## config.mk

```make
export PLATFORM = sky130hd
export DESIGN_NAME = bib_yanitlayici
export DESIGN_NICKNAME = d
export VERILOG_FILES = /design/src/rtl/bib_yanitlayici_pkg.sv /design/src/rtl/bib_yanitlayici_zaman_asimi_sayaci.sv /design/src/rtl/bib_yanitlayici.sv
export SDC_FILE = /design/constraint.sdc
export NUM_CORES = 1
export LEC_CHECK = 0
export CAP_MARGIN = 15
export CORE_AREA = 2 2 117 141
export DETAILED_ROUTE_END_ITERATION = 16
export DIE_AREA = 0 0 119 143
export GPL_TIMING_DRIVEN = 1
export PLACE_DENSITY = 0.92
export SYNTH_ARGS = -nofsm -noshare
export SYNTH_HDL_FRONTEND = slang
export SYNTH_SLANG_ARGS = --single-unit
```

## constraint.sdc

```tcl
create_clock -name clk_i -period 2.1 [get_ports clk_i]
set_clock_uncertainty 0.15 [all_clocks]
set_input_delay 0.315 -clock clk_i [delete_from_list [all_inputs] [get_ports clk_i]]
set_output_delay 0.315 -clock clk_i [all_outputs]
set_load 0.01 [all_outputs]
```

## src/rtl/bib_yanitlayici_pkg.sv

```systemverilog
// Shared definitions for the bus responder: FSM states, address regions and the region decoder.
package bib_yanitlayici_pkg;

  // Responder FSM states.
  typedef enum logic [1:0] {
    BOSTA       = 2'd0,
    BELLEK_OKU  = 2'd1,
    CEVRE_BEKLE = 2'd2,
    YANIT       = 2'd3
  } durum_t;

  // Decoded target region of a bus access.
  typedef enum logic [1:0] {
    BOLGE_HATA   = 2'd0,
    BOLGE_BELLEK = 2'd1,
    BOLGE_CEVRE  = 2'd2
  } bolge_t;

  // Upper address nibble that selects each region.
  localparam logic [3:0] BOLGE_BELLEK_KODU = 4'h4;
  localparam logic [3:0] BOLGE_CEVRE_KODU  = 4'h2;

  // Timeout counter width; the wait limit saturates at its maximum.
  localparam int unsigned SAYAC_BIT = 8;

  // Map the top address nibble to a region; anything unmapped is a bus error.
  function automatic bolge_t bolge_coz(input logic [3:0] ust_nibble);
    bolge_t sonuc;
    sonuc = BOLGE_HATA;
    if (ust_nibble == BOLGE_BELLEK_KODU) begin
      sonuc = BOLGE_BELLEK;
    end else if (ust_nibble == BOLGE_CEVRE_KODU) begin
      sonuc = BOLGE_CEVRE;
    end
    return sonuc;
  endfunction

endpackage

```

## src/rtl/bib_yanitlayici_zaman_asimi_sayaci.sv

```systemverilog
// Peripheral wait counter: counts cycles while enabled and flags the last allowed wait cycle.
module zaman_asimi_sayaci
  import bib_yanitlayici_pkg::*;
#(
  parameter int unsigned ZAMAN_ASIMI = 255
) (
  input  logic clk_i,
  input  logic rst_i,
  input  logic say_i,
  output logic doldu_o
);

  // Clamp the limit into the counter range; a limit of 0 behaves like 1.
  localparam int unsigned SINIR = (ZAMAN_ASIMI > 255) ? 255 :
                                  ((ZAMAN_ASIMI == 0) ? 1 : ZAMAN_ASIMI);
  localparam logic [SAYAC_BIT-1:0] SON = SAYAC_BIT'(SINIR - 1);

  logic [SAYAC_BIT-1:0] sayac_q;

  // Count wait cycles; cleared whenever the responder is not waiting.
  always_ff @(posedge clk_i) begin
    if (rst_i || !say_i) begin
      sayac_q <= '0;
    end else if (sayac_q != {SAYAC_BIT{1'b1}}) begin
      sayac_q <= sayac_q + 1'b1;
    end
  end

  // High in the final wait cycle, so the FSM can leave on the following edge.
  always_comb begin
    doldu_o = say_i && (sayac_q == SON);
  end

endmodule

```

## src/rtl/bib_yanitlayici.sv

```systemverilog
// Bus responder: routes master accesses to on-chip SRAM or a peripheral port, or flags a bus error.
module bib_yanitlayici
  import bib_yanitlayici_pkg::*;
#(
  parameter int unsigned BELLEK_ADR_BIT = 16,
  parameter int unsigned ZAMAN_ASIMI    = 255
) (
  input  logic                      clk_i,
  input  logic                      rst_i,
  input  logic                      bib_sec_i,
  input  logic [31:0]               bib_adr_i,
  input  logic [31:0]               bib_veri_i,
  input  logic [3:0]                bib_veri_maske_i,
  output logic [31:0]               bib_veri_o,
  output logic                      bib_durdur_o,
  output logic                      bram_en_o,
  output logic [3:0]                bram_yaz_maske_o,
  output logic [BELLEK_ADR_BIT-1:0] bram_adr_o,
  output logic [31:0]               bram_veri_o,
  input  logic [31:0]               bram_veri_i,
  output logic                      cevre_gecerli_o,
  output logic [31:0]               cevre_adr_o,
  output logic [31:0]               cevre_veri_o,
  output logic [3:0]                cevre_maske_o,
  input  logic                      cevre_hazir_i,
  input  logic [31:0]               cevre_veri_i,
  output logic                      hata_o
);

  durum_t      durum_q, durum_d;
  logic [31:0] yanit_q, yanit_d;     // response being prepared for the current access
  logic [31:0] son_q;                // last response actually delivered to the master
  logic        hata_q, hata_d;
  logic        iptal_q, iptal_d;     // master gave up on the in-flight peripheral access
  logic [31:0] cevre_adr_q, cevre_adr_d;
  logic [31:0] cevre_veri_q, cevre_veri_d;
  logic [3:0]  cevre_maske_q, cevre_maske_d;

  logic        bram_en;
  logic [3:0]  bram_maske;
  logic        tamam;
  logic        doldu;
  logic        iptal;
  bolge_t      bolge;
  logic        unused_adr;

  assign bolge = bolge_coz(bib_adr_i[31:28]);
  assign tamam = (durum_q == YANIT) && bib_sec_i;
  assign iptal = iptal_q || !bib_sec_i;
  // Byte-lane bits and out-of-window bits are intentionally ignored.
  assign unused_adr = ^bib_adr_i;

  zaman_asimi_sayaci #(
    .ZAMAN_ASIMI(ZAMAN_ASIMI)
  ) u_zaman_asimi_sayaci (
    .clk_i  (clk_i),
    .rst_i  (rst_i),
    .say_i  (durum_q == CEVRE_BEKLE),
    .doldu_o(doldu)
  );

  // Next-state, response capture and SRAM strobes.
  always_comb begin
    durum_d       = durum_q;
    yanit_d       = yanit_q;
    hata_d        = 1'b0;
    iptal_d       = iptal_q;
    cevre_adr_d   = cevre_adr_q;
    cevre_veri_d  = cevre_veri_q;
    cevre_maske_d = cevre_maske_q;
    bram_en       = 1'b0;
    bram_maske    = 4'b0000;

    unique case (durum_q)
      BOSTA: begin
        iptal_d = 1'b0;
        if (bib_sec_i) begin
          case (bolge)
            BOLGE_BELLEK: begin
              bram_en = 1'b1;
              if (bib_veri_maske_i != 4'b0000) begin
                bram_maske = bib_veri_maske_i;
                yanit_d    = '0;
                durum_d    = YANIT;
              end else begin
                durum_d = BELLEK_OKU;
              end
            end
            BOLGE_CEVRE: begin
              cevre_adr_d   = bib_adr_i;
              cevre_veri_d  = bib_veri_i;
              cevre_maske_d = bib_veri_maske_i;
              durum_d       = CEVRE_BEKLE;
            end
            default: begin
              // Error region: no side effects, zero data, one error pulse.
              yanit_d = '0;
              hata_d  = 1'b1;
              durum_d = YANIT;
            end
          endcase
        end
      end

      BELLEK_OKU: begin
        // The SRAM read has completed either way; only keep it if the master still waits.
        if (bib_sec_i) begin
          yanit_d = bram_veri_i;
          durum_d = YANIT;
        end else begin
          durum_d = BOSTA;
        end
      end

      CEVRE_BEKLE: begin
        if (!bib_sec_i) begin
          iptal_d = 1'b1;
        end
        if (cevre_hazir_i) begin
          if (iptal) begin
            iptal_d = 1'b0;
            durum_d = BOSTA;
          end else begin
            yanit_d = (cevre_maske_q == 4'b0000) ? cevre_veri_i : '0;
            durum_d = YANIT;
          end
        end else if (doldu) begin
          if (iptal) begin
            iptal_d = 1'b0;
            durum_d = BOSTA;
          end else begin
            yanit_d = '0;
            hata_d  = 1'b1;
            durum_d = YANIT;
          end
        end
      end

      YANIT: begin
        // Either the completion cycle or an abandoned response; both end the access.
        durum_d = BOSTA;
      end

      default: begin
        durum_d = BOSTA;
      end
    endcase
  end

  // State and response registers with synchronous reset.
  always_ff @(posedge clk_i) begin
    if (rst_i) begin
      durum_q       <= BOSTA;
      yanit_q       <= '0;
      son_q         <= '0;
      hata_q        <= 1'b0;
      iptal_q       <= 1'b0;
      cevre_adr_q   <= '0;
      cevre_veri_q  <= '0;
      cevre_maske_q <= '0;
    end else begin
      durum_q       <= durum_d;
      yanit_q       <= yanit_d;
      hata_q        <= hata_d;
      iptal_q       <= iptal_d;
      cevre_adr_q   <= cevre_adr_d;
      cevre_veri_q  <= cevre_veri_d;
      cevre_maske_q <= cevre_maske_d;
      if (tamam) begin
        son_q <= yanit_q;
      end
    end
  end

  // Output drive; SRAM strobes are combinational and suppressed while in reset.
  always_comb begin
    bib_veri_o       = tamam ? yanit_q : son_q;
    bib_durdur_o     = bib_sec_i && (rst_i || (durum_q != YANIT));
    bram_en_o        = bram_en && !rst_i;
    bram_yaz_maske_o = rst_i ? 4'b0000 : bram_maske;
    bram_adr_o       = bib_adr_i[BELLEK_ADR_BIT+1:2];
    bram_veri_o      = bib_veri_i;
    cevre_gecerli_o  = (durum_q == CEVRE_BEKLE);
    cevre_adr_o      = cevre_adr_q;
    cevre_veri_o     = cevre_veri_q;
    cevre_maske_o    = cevre_maske_q;
    hata_o           = hata_q;
  end

endmodule

```

Word-level counts from Yosys, hierarchy flattened
Index checks and enable logic that the tools add are counted.
{"block": "op_classes", "add_sub_neg": 1, "multipliers": 0, "div_mod_pow": 0, "magnitude_cmp": 0, "eq_ne": 16, "shifts": 0, "mux": 40, "bitwise": 0, "reduce_logical": 19}
{"operator": "$mux 32", "count": 9}
{"operator": "$pmux 32 s3", "count": 1}
{"operator": "$pmux 32 s2", "count": 1}
{"operator": "$mux 4", "count": 5}
{"operator": "$mux 2", "count": 8}
{"operator": "$mux 1", "count": 12}
{"operator": "$ne 2x2->1 const B", "count": 5}
{"operator": "$add 8x1->8 const B", "count": 1}
{"operator": "$eq 8x8->1 const B", "count": 1}
{"operator": "$ne 8x8->1 const B", "count": 1}
{"operator": "$pmux 2 s4", "count": 1}
{"operator": "$reduce_and 7->1", "count": 1}
{"operator": "$eq 2x2->1 const B", "count": 3}
{"operator": "$ne 3x3->1 const B", "count": 2}
{"operator": "$eq 2x1->1 const B", "count": 2}
{"operator": "$eq 4x2->1 const B", "count": 1}
{"operator": "$eq 4x3->1 const B", "count": 1}
{"operator": "$logic_and 1x1->1", "count": 4}
{"operator": "$logic_not 4->1", "count": 1}
{"operator": "$pmux 1 s2", "count": 2}
{"operator": "$pmux 2 s2", "count": 1}
{"operator": "$reduce_bool 4->1", "count": 1}
{"operator": "$logic_not 1->1", "count": 3}
{"operator": "$logic_or 1x1->1", "count": 3}
{"operator": "6 further kinds", "count": 6}
{"block": "word_totals", "reg_bits": 144, "latchBits": 0, "ram_bits": 0, "romBits": 0, "input_bits": 136, "out_inout_bits": 156, "wordCells": 85, "memories": 0}

Logic depth before layout (Yosys ltp)
Gate-level depths: netlist (run 1).
{"block": "depth", "ltp_word": 8, "depth_mapped": 8, "ltp_nobuf": 7}

Modules after synthesis
Synthesis (run 1) repeated with hierarchy kept, for this count alone.
{"block": "hier_totals", "hier_cells": 785, "hier_area_um2": 6566.3}
{"mod": "bib_yanitlayici", "n_inst": 1, "cells_per_inst": 739, "area_each_um2": 6162.2, "seq_area_each_um2": 2722.6}
{"mod": "zaman_asimi_sayaci", "n_inst": 1, "cells_per_inst": 46, "area_each_um2": 404.1, "seq_area_each_um2": 160.2}

Least setup slack after synthesis (run 1)
Ideal clock, no wire load.
{"block": "synth_path", "kind": "flip-flop to flip-flop", "from": "register durum_q[0]", "to": "register yanit_q[0]", "setup_ps": 121, "arrival_ps": 1740, "t_required_ps": 1829, "slack_ps": 89, "stages_incl_launch_ff": 9, "n_path_buf": 1, "period_less_slack_ps": 2011, "path_cell_list": "dfxtp_1 inv_1 ha_1 nand2b_1 a21oi_2 a21oi_4 nand4b_4 buf_6 mux2_4"}
{"block": "synth_between", "elab_chain_cells": 4, "elab_cells_between_ends": 13, "classes_between": "8 x eq/ne; 1 x mux; 4 x reduce/logical"}
{"item": "start: declaration", "line": "bib_yanitlayici.sv:30", "rtl": "durum_t durum_q, durum_d;"}
{"item": "start signal: assignment", "line": "bib_yanitlayici.sv:162", "rtl": "durum_q <= durum_d;"}
{"item": "$eq 2x2->1 (*)"}
{"item": "via cevre_gecerli_o", "line": "bib_yanitlayici.sv:21", "rtl": "output logic cevre_gecerli_o,"}
{"item": "$logic_and 1x1->1", "line": "bib_yanitlayici_zaman_asimi_sayaci.sv:31", "rtl": "doldu_o = say_i && (sayac_q == SON);"}
{"item": "$ne 3x3->1 (no line)"}
{"item": "$reduce_and 7->1 (no line)"}
{"item": "end signal: assignment", "line": "bib_yanitlayici.sv:163", "rtl": "yanit_q <= yanit_d;"}
{"item": "end: declaration", "line": "bib_yanitlayici.sv:31", "rtl": "logic [31:0] yanit_q, yanit_d;"}
Mark *: on every way through the listed nets, which the timed path passes. The rest lies on a longest branch.
A chain may end at the register's enable or synchronous reset.

Final worst setup path (run 1)
{"block": "layout_path", "from": "register durum_q[0]", "to": "output bib_veri_o[29]"}
{"block": "layout_between", "elab_chain_cells": 3}
{"item": "$eq 2x2->1", "line": "bib_yanitlayici.sv:48", "rtl": "assign tamam = (durum_q == YANIT) && bib_sec_i;"}
{"item": "$logic_and 1x1->1", "line": "bib_yanitlayici.sv:48"}
{"item": "$mux 32"}
{"item": "end: declaration", "line": "bib_yanitlayici.sv:14", "rtl": "output logic [31:0] bib_veri_o,"}
Every way passes these cells.

==> impl_metrics.ini, run 1 <==
[outcome]
outcome = complete, but fails checks
violations = setup timing

[worst_setup_path]
reg2reg_slack_ns = -0.03
critical_path_arrival_ns = 1.77
critical_path.max_stage_delay_ns = 0.37
cp-start-kind = flip-flop
crit_slowest_cell = dfxtp_4
critPathTopFamily = buffers and inverters
critPathCaptureType = output port
r2r_end = yanit_q[6]
reg2reg_from = durum_q[0]
path_class = flip-flop to output port
r2r_cells = 9
path_cells = ha_4 > nand2_8 > buf_12 > buf_16 > mux2_4 > buf_6
path_buf_inv = 3
worstPathMaxFanout = 8
cp.required_ns = 1.63

[worst_hold_path]
hp-start = bib_veri_maske_i[1]
hold_end = cevre_maske_o[1]
min_path_type = input pin to flip-flop
whs_path_depth = 3

[synthesis]
async_flop_share_pct = 0
synth_simple_gate_area_share_pct = 20.0
ys_seq_area_share_pct = 44.8
synth_compound_area_share_pct = 11.0
yosys_warnings = 0
synth_top_area_share_pct = 44.8
synth_edf_count = 0
synth_mux_area_share_pct = 12.9
synthAdderAreaFrac_pct = 1.55
synth_seq_cells = 144
syn_inst = 715
synth_area_leaders = dfxtp_1, nand2_1, mux2_4, mux2_2, buf_4
synth_xor_area_share_pct = 0.680
ys_types = 39
ys.flop_type = dfxtp_1
synth_top_family_by_area = simple AND/OR/NAND/NOR gates
syn_area_per_cell_um2 = 9.01
synth_fp_nets = 859
synth_area_um2 = 6440
synth_area_leader_cell = dfxtp_1

[cells_and_area]
fin_cells = 1202
drive_gt1_share_pct = 20.6
syn_to_final_growth_pct = 61.3
n_antenna_cell = 0
layout.nets = 1127

[sta]
rsz0062_at_grt = true
setup_viol_count_final = 59
fmax_mhz = 447
maxSlewHeadroom_pct = 27.7
period_share_pct = 106
whs_ns = 0.123
fin_ws_ns = -0.135
hold_viol_final = 0
period_needed_ns = 2.24
tightest_slew_ns = 1.08
drv_slew = 0

[pwr]
powerDensity_nw_per_um2 = 809
ir_drop_mv = 0.757
leakagePower_nw = 4.13

[global_route]
grtUsageTotal_pct = 23.4
grt_pass1_vias = 5980
grt_pass1_wl_um = 31300
grt_start_max_net_pins = 100
grt_antenna_before_repair = 0
grt-ovfl-total = 0

[floorplan]
initial_core_util_pct = 41.3
io_pins = 292
die_y_um = 143
die_width_um = 119
core-area_um2 = 15600
die-area_um2 = 17000
rows = 50

[routing]
wl_um = 21100
via_per_inst = 5.02
wl_per_cell_um = 17.5
route.antenna.remaining_nets = 0
dr.pass1.iters = 7
drc = 0
num_vias = 6034
drtIter0Drc = 278

[clock_tree]
cts_made_buffers = 17
clockBufferDepth = 2
clock_latency_ns = 0.41
cts.clk_slew.worst_paths_ns = 0.05
clock_sinks = 144
ctsHtreeMaxLevel = 4
cts_tree = built
cts_root_buf = clkbuf_16

[placement]
port_buffers = 291
gp_congestion = 0.853
dp_hpwl_um = 14100
post-place-cells = 1160

[flow_run]
max-cap-violations = 0
[per-stage QoR]
| step | setup slack (ns) | util, % | power, W | area [µm²] | setup TNS (ns) |
|---|---|---|---|---|---|
| global placement | -0.502 | 60.5 | 0.00524 | 9430 | -25.56 |
| CTS | -0.152 | 66.1 | 0.00816 | 10300 | -4.73 |
| floorplan | 0.0890 | - | 0.00435 | 6440 | 0 |
| finish | -0.135 | 66.7 | 0.00840 | 10400 | -3.06 |
| global route | -0.179 | 66.7 | 0.00872 | 10400 | -6.27 |
| detailed placement | -0.529 | 60.5 | 0.00529 | 9430 | -28.98 |
[per-layer routing]
| metal | wire [µm] | track usage [%] | vias up |
|---|---|---|---|
| li1 | - | - | 2866 |
| met1 | 8200 | 25.8 | 2912 |
| met5 | 0 | 0 | - |
| met3 | 909 | 4.19 | 52 |
| met2 | 11200 | 43.1 | 204 |
| met4 | 713 | 11.5 | 0 |
[layout by cell type (no fill, tap or decap), drive strengths merged, types with 7 or more instances in the layout]
master	count
ha	8
nand2	139
mux2	64
buf	86
clkdlybuf4s50	249
a22oi	32
nor2b	34
clkinv	8
and2	36
a21oi	72
nor2	44
and3	8
dfxtp	144
inv	7
clkbuf	23
[layout make-up]
class | count | area, µm²
clock buffers | 20 | 467
fillers | 1140 | 5190
multi-input cells | 471 | 3190
well taps | 208 | 260
repair buffers | 343 | 3490
inverters | 6 | 22.5
clock inverters | 10 | 63.8
flip-flops and latches | 144 | 2890
[Yosys cell counts (all sizes together) (2+ instances only)]
cell type	number
clkbuf	25
and3	8
inv	6
nand3	3
nand2b	2
a21oi	72
nand2	139
ha	8
xnor2	4
o21ai	4
a31oi	2
nor2	44
nor3	5
nor2b	34
a22oi	32
and2	36
dfxtp	144
buf	69
mux2	64
[state kept, by name, summed over array words and instances, names as in the netlist]
register	count
hata_o	1
durum_q	2
yanit_q	32
cevre_adr_o	32
iptal_q	1
cevre_maske_o	4
u_zaman_asimi_sayaci.sayac_q	8
son_q	32
cevre_veri_o	32
[repair_timing]
item	CTS	global route
endpoints found under the setup margin	69	68
setup buffers	5	3
hold endpoints to repair	0	0
gates resized for setup	233	16
cloned	3	3
hold buffers	0	0
pin swaps	4	5
[how the worst max path moves through the flow]
| stage | end | cells after the start | startpoint |
|---|---|---|---|
| final | bib_veri_o[29] | 6 | durum_q[0] |
| after global routing | bib_veri_o[29] | 6 | durum_q[0] |
| after CTS | bram_yaz_maske_o[1] | 7 | durum_q[1] |
| after detailed placement | bram_yaz_maske_o[2] | 7 | bib_adr_i[28] |
| after global placement | bram_yaz_maske_o[0] | 7 | bib_adr_i[28] |
| after floorplan | yanit_q[0] | 8 | durum_q[0] |
[cells by family after synthesis]
kind of cell,Yosys count
buffers and inverters,100
muxes,64
and+or+nand+nor,277
DFF,144
AOI/OAI and AO/OA,117
adders and majority gates,8
xor gates and xnor gates,5
[power breakdown]
group | internal (W) | switching, W
sequential | 0.00287 | 0.0000904
combinational | 0.00144 | 0.00129
clock | 0.00158 | 0.00113
[worst reg2reg max path, delay by kind of cell, from the launching register on]
family / cells / cell delay (ns)
AOI/OAI and AO/OA: 2 / 0.21
DFF: 1 / 0.37
muxes: 1 / 0.30
and+or+nand+nor: 2 / 0.34
adders and majority gates: 1 / 0.18
buffers and inverters: 3 / 0.46
Note: power is estimated with default switching activity, not from simulation.
==> inputs of run 2 (changes only) <==
--- a/config.mk
+++ b/config.mk
@@ -11,6 +11,7 @@
 export DIE_AREA = 0 0 119 143
 export GPL_TIMING_DRIVEN = 1
 export PLACE_DENSITY = 0.92
+export SKIP_CTS_REPAIR_TIMING = 1
 export SYNTH_ARGS = -nofsm -noshare
 export SYNTH_HDL_FRONTEND = slang
 export SYNTH_SLANG_ARGS = --single-unit
==> run 2 against run 1 <==
Net effect: the flow still finishes with violations (setup timing); cell count is the same; sequential cell count is the same; global-route usage shrank 1.8 points; worst hold slack gained 0.0030 ns; fmax shrank 1.1%; non-clock buffer count is the same; via count shrank 0.70%; total power shrank 3.2%; design area shrank 2.2%; die area is the same; worst setup slack lost 0.024 ns; first-iteration DRC count shrank 3.2%; critical path type unchanged; largest cell class unchanged; largest power group unchanged.
==> impl_metrics.ini, run 2 (same netlist as run 1, synthesis figures left out) <==
[sta]
hold_viol_final = 0
rsz0062_at_grt = true
setup_viol_count_final = 35
drv_slew = 0
fmax_mhz = 443
period_needed_ns = 2.26
tightest_slew_ns = 1.08
fin_ws_ns = -0.159
maxSlewHeadroom_pct = 27.9
period_share_pct = 108
whs_ns = 0.126

[placement]
dp_hpwl_um = 14100
port_buffers = 291
post-place-cells = 1160
gp_congestion = 0.853

[cells_and_area]
syn_to_final_growth_pct = 57.7
fin_cells = 1202
layout_common_cells = clkdlybuf4s50_1, dfxtp_1, nand2_1
fillers = 1169
layout_commonest_cell = clkdlybuf4s50_1
drive_gt1_share_pct = 20.1
n_antenna_cell = 0
layout.nets = 1127
fin_util_pct = 65.2

[pwr]
powerDensity_nw_per_um2 = 801
power.total_w = 0.00813
leakagePower_nw = 4.08
ir_drop_mv = 0.723

[global_route]
use_met3_pct = 4.47
grt_pass1_vias = 5803
grtUsageMet2_pct = 39.7
grtUsageMet1_pct = 23.6
grt-ovfl-total = 0
grtUsageTotal_pct = 21.6
grt_antenna_before_repair = 0
grt-busiest-layer = met2
grt_pass1_wl_um = 29100
grt_start_max_net_pins = 100

[floorplan]
die_width_um = 119
io_pins = 292
initial_core_util_pct = 41.3
die_y_um = 143
rows = 50
core-area_um2 = 15600
die-area_um2 = 17000

[clock_tree]
cts_made_buffers = 17
cts.clk_slew.worst_paths_ns = 0.05
clock_sinks = 144
cts_tree = built
ctsHtreeMaxLevel = 4
cts_root_buf = clkbuf_16
clockBufferDepth = 2
clock_latency_ns = 0.41

[worst_setup_path]
path_class = flip-flop to output port
critPathCaptureType = output port
critical_path_arrival_ns = 1.79
worstPathMaxFanout = 6
cp.required_ns = 1.63
cp-start-kind = flip-flop

[routing]
drtIter0Drc = 269
via_per_inst = 4.99
dr.pass1.iters = 4
wl_um = 20200
drc = 0
wl_per_cell_um = 16.8
route.antenna.remaining_nets = 0
num_vias = 5992

[outcome]
outcome = complete, but fails checks
violations = setup timing

[worst_hold_path]
min_path_type = input pin to flip-flop

[flow_run]
max-cap-violations = 0
[run 2: critical path, stage by stage, from the launching register on]
cell and delay (ns):
dfxtp_4 0.36, ha_4 0.18, nand2_8 0.08, clkbuf_16 0.16, buf_4 0.10, mux2_2 0.34, clkbuf_2 0.15
[run 2: where the power goes]
group	leakage [nW]	switching (W)	internal, W
Clock	0.267	0.00112	0.00158
Combinational	2.65	0.00118	0.00130
Sequential	1.16	0.0000842	0.00287
Total	4.08	0.00238	0.00575
[run 2: worst paths after layout]
path	from	end	slack, ns	cells past startpoint
hold / removal	bib_veri_maske_i[1]	cevre_maske_o[1]	0.13	3
setup / recovery	durum_q[0]	bib_veri_o[29]	-0.16	6
setup reg to reg	durum_q[1]	yanit_q[2]	0.06	8
hold reg to reg	cevre_adr_o[13]	cevre_adr_o[13]	0.30	2
[run 2: final cells by class]
cell class / count / area (µm²) / area share [%]
inverters: 6 / 22.5 / 0.222
flip-flops and latches: 144 / 2890 / 28.4
well taps: 208 / 260 / 2.56
clock buffers: 20 / 467 / 4.60
repair buffers: 343 / 3320 / 32.7
clock inverters: 10 / 63.8 / 0.628
multi-input cells: 471 / 3130 / 30.9
[run 2: per-layer routing]
metal | up-vias | wire (µm)
met1 | 2880 | 7820
met5 | - | 0
met4 | 0 | 587
li1 | 2867 | -
met2 | 196 | 11000
met3 | 49 | 851
[run 2: stage by stage]
| stage | area, µm² | setup slack, ns | TNS (ns) |
|---|---|---|---|
| floorplan | 6440 | 0.0890 | 0 |
| global placement | 9430 | -0.502 | -25.56 |
| CTS | 9960 | -0.674 | -23.43 |
| global route | 10200 | -0.201 | -5.13 |
| detailed placement | 9430 | -0.529 | -28.98 |
| finish | 10200 | -0.159 | -3.15 |
==> inputs of run 3 (changes only) <==
--- a/config.mk
+++ b/config.mk
@@ -9,6 +9,7 @@
 export CORE_AREA = 2 2 117 141
 export DETAILED_ROUTE_END_ITERATION = 16
 export DIE_AREA = 0 0 119 143
+export GPL_ROUTABILITY_DRIVEN = 0
 export GPL_TIMING_DRIVEN = 1
 export PLACE_DENSITY = 0.92
 export SKIP_CTS_REPAIR_TIMING = 1
==> results of run 3 <==
No change in the layout: final DEF, timing and power equal those of run 2.
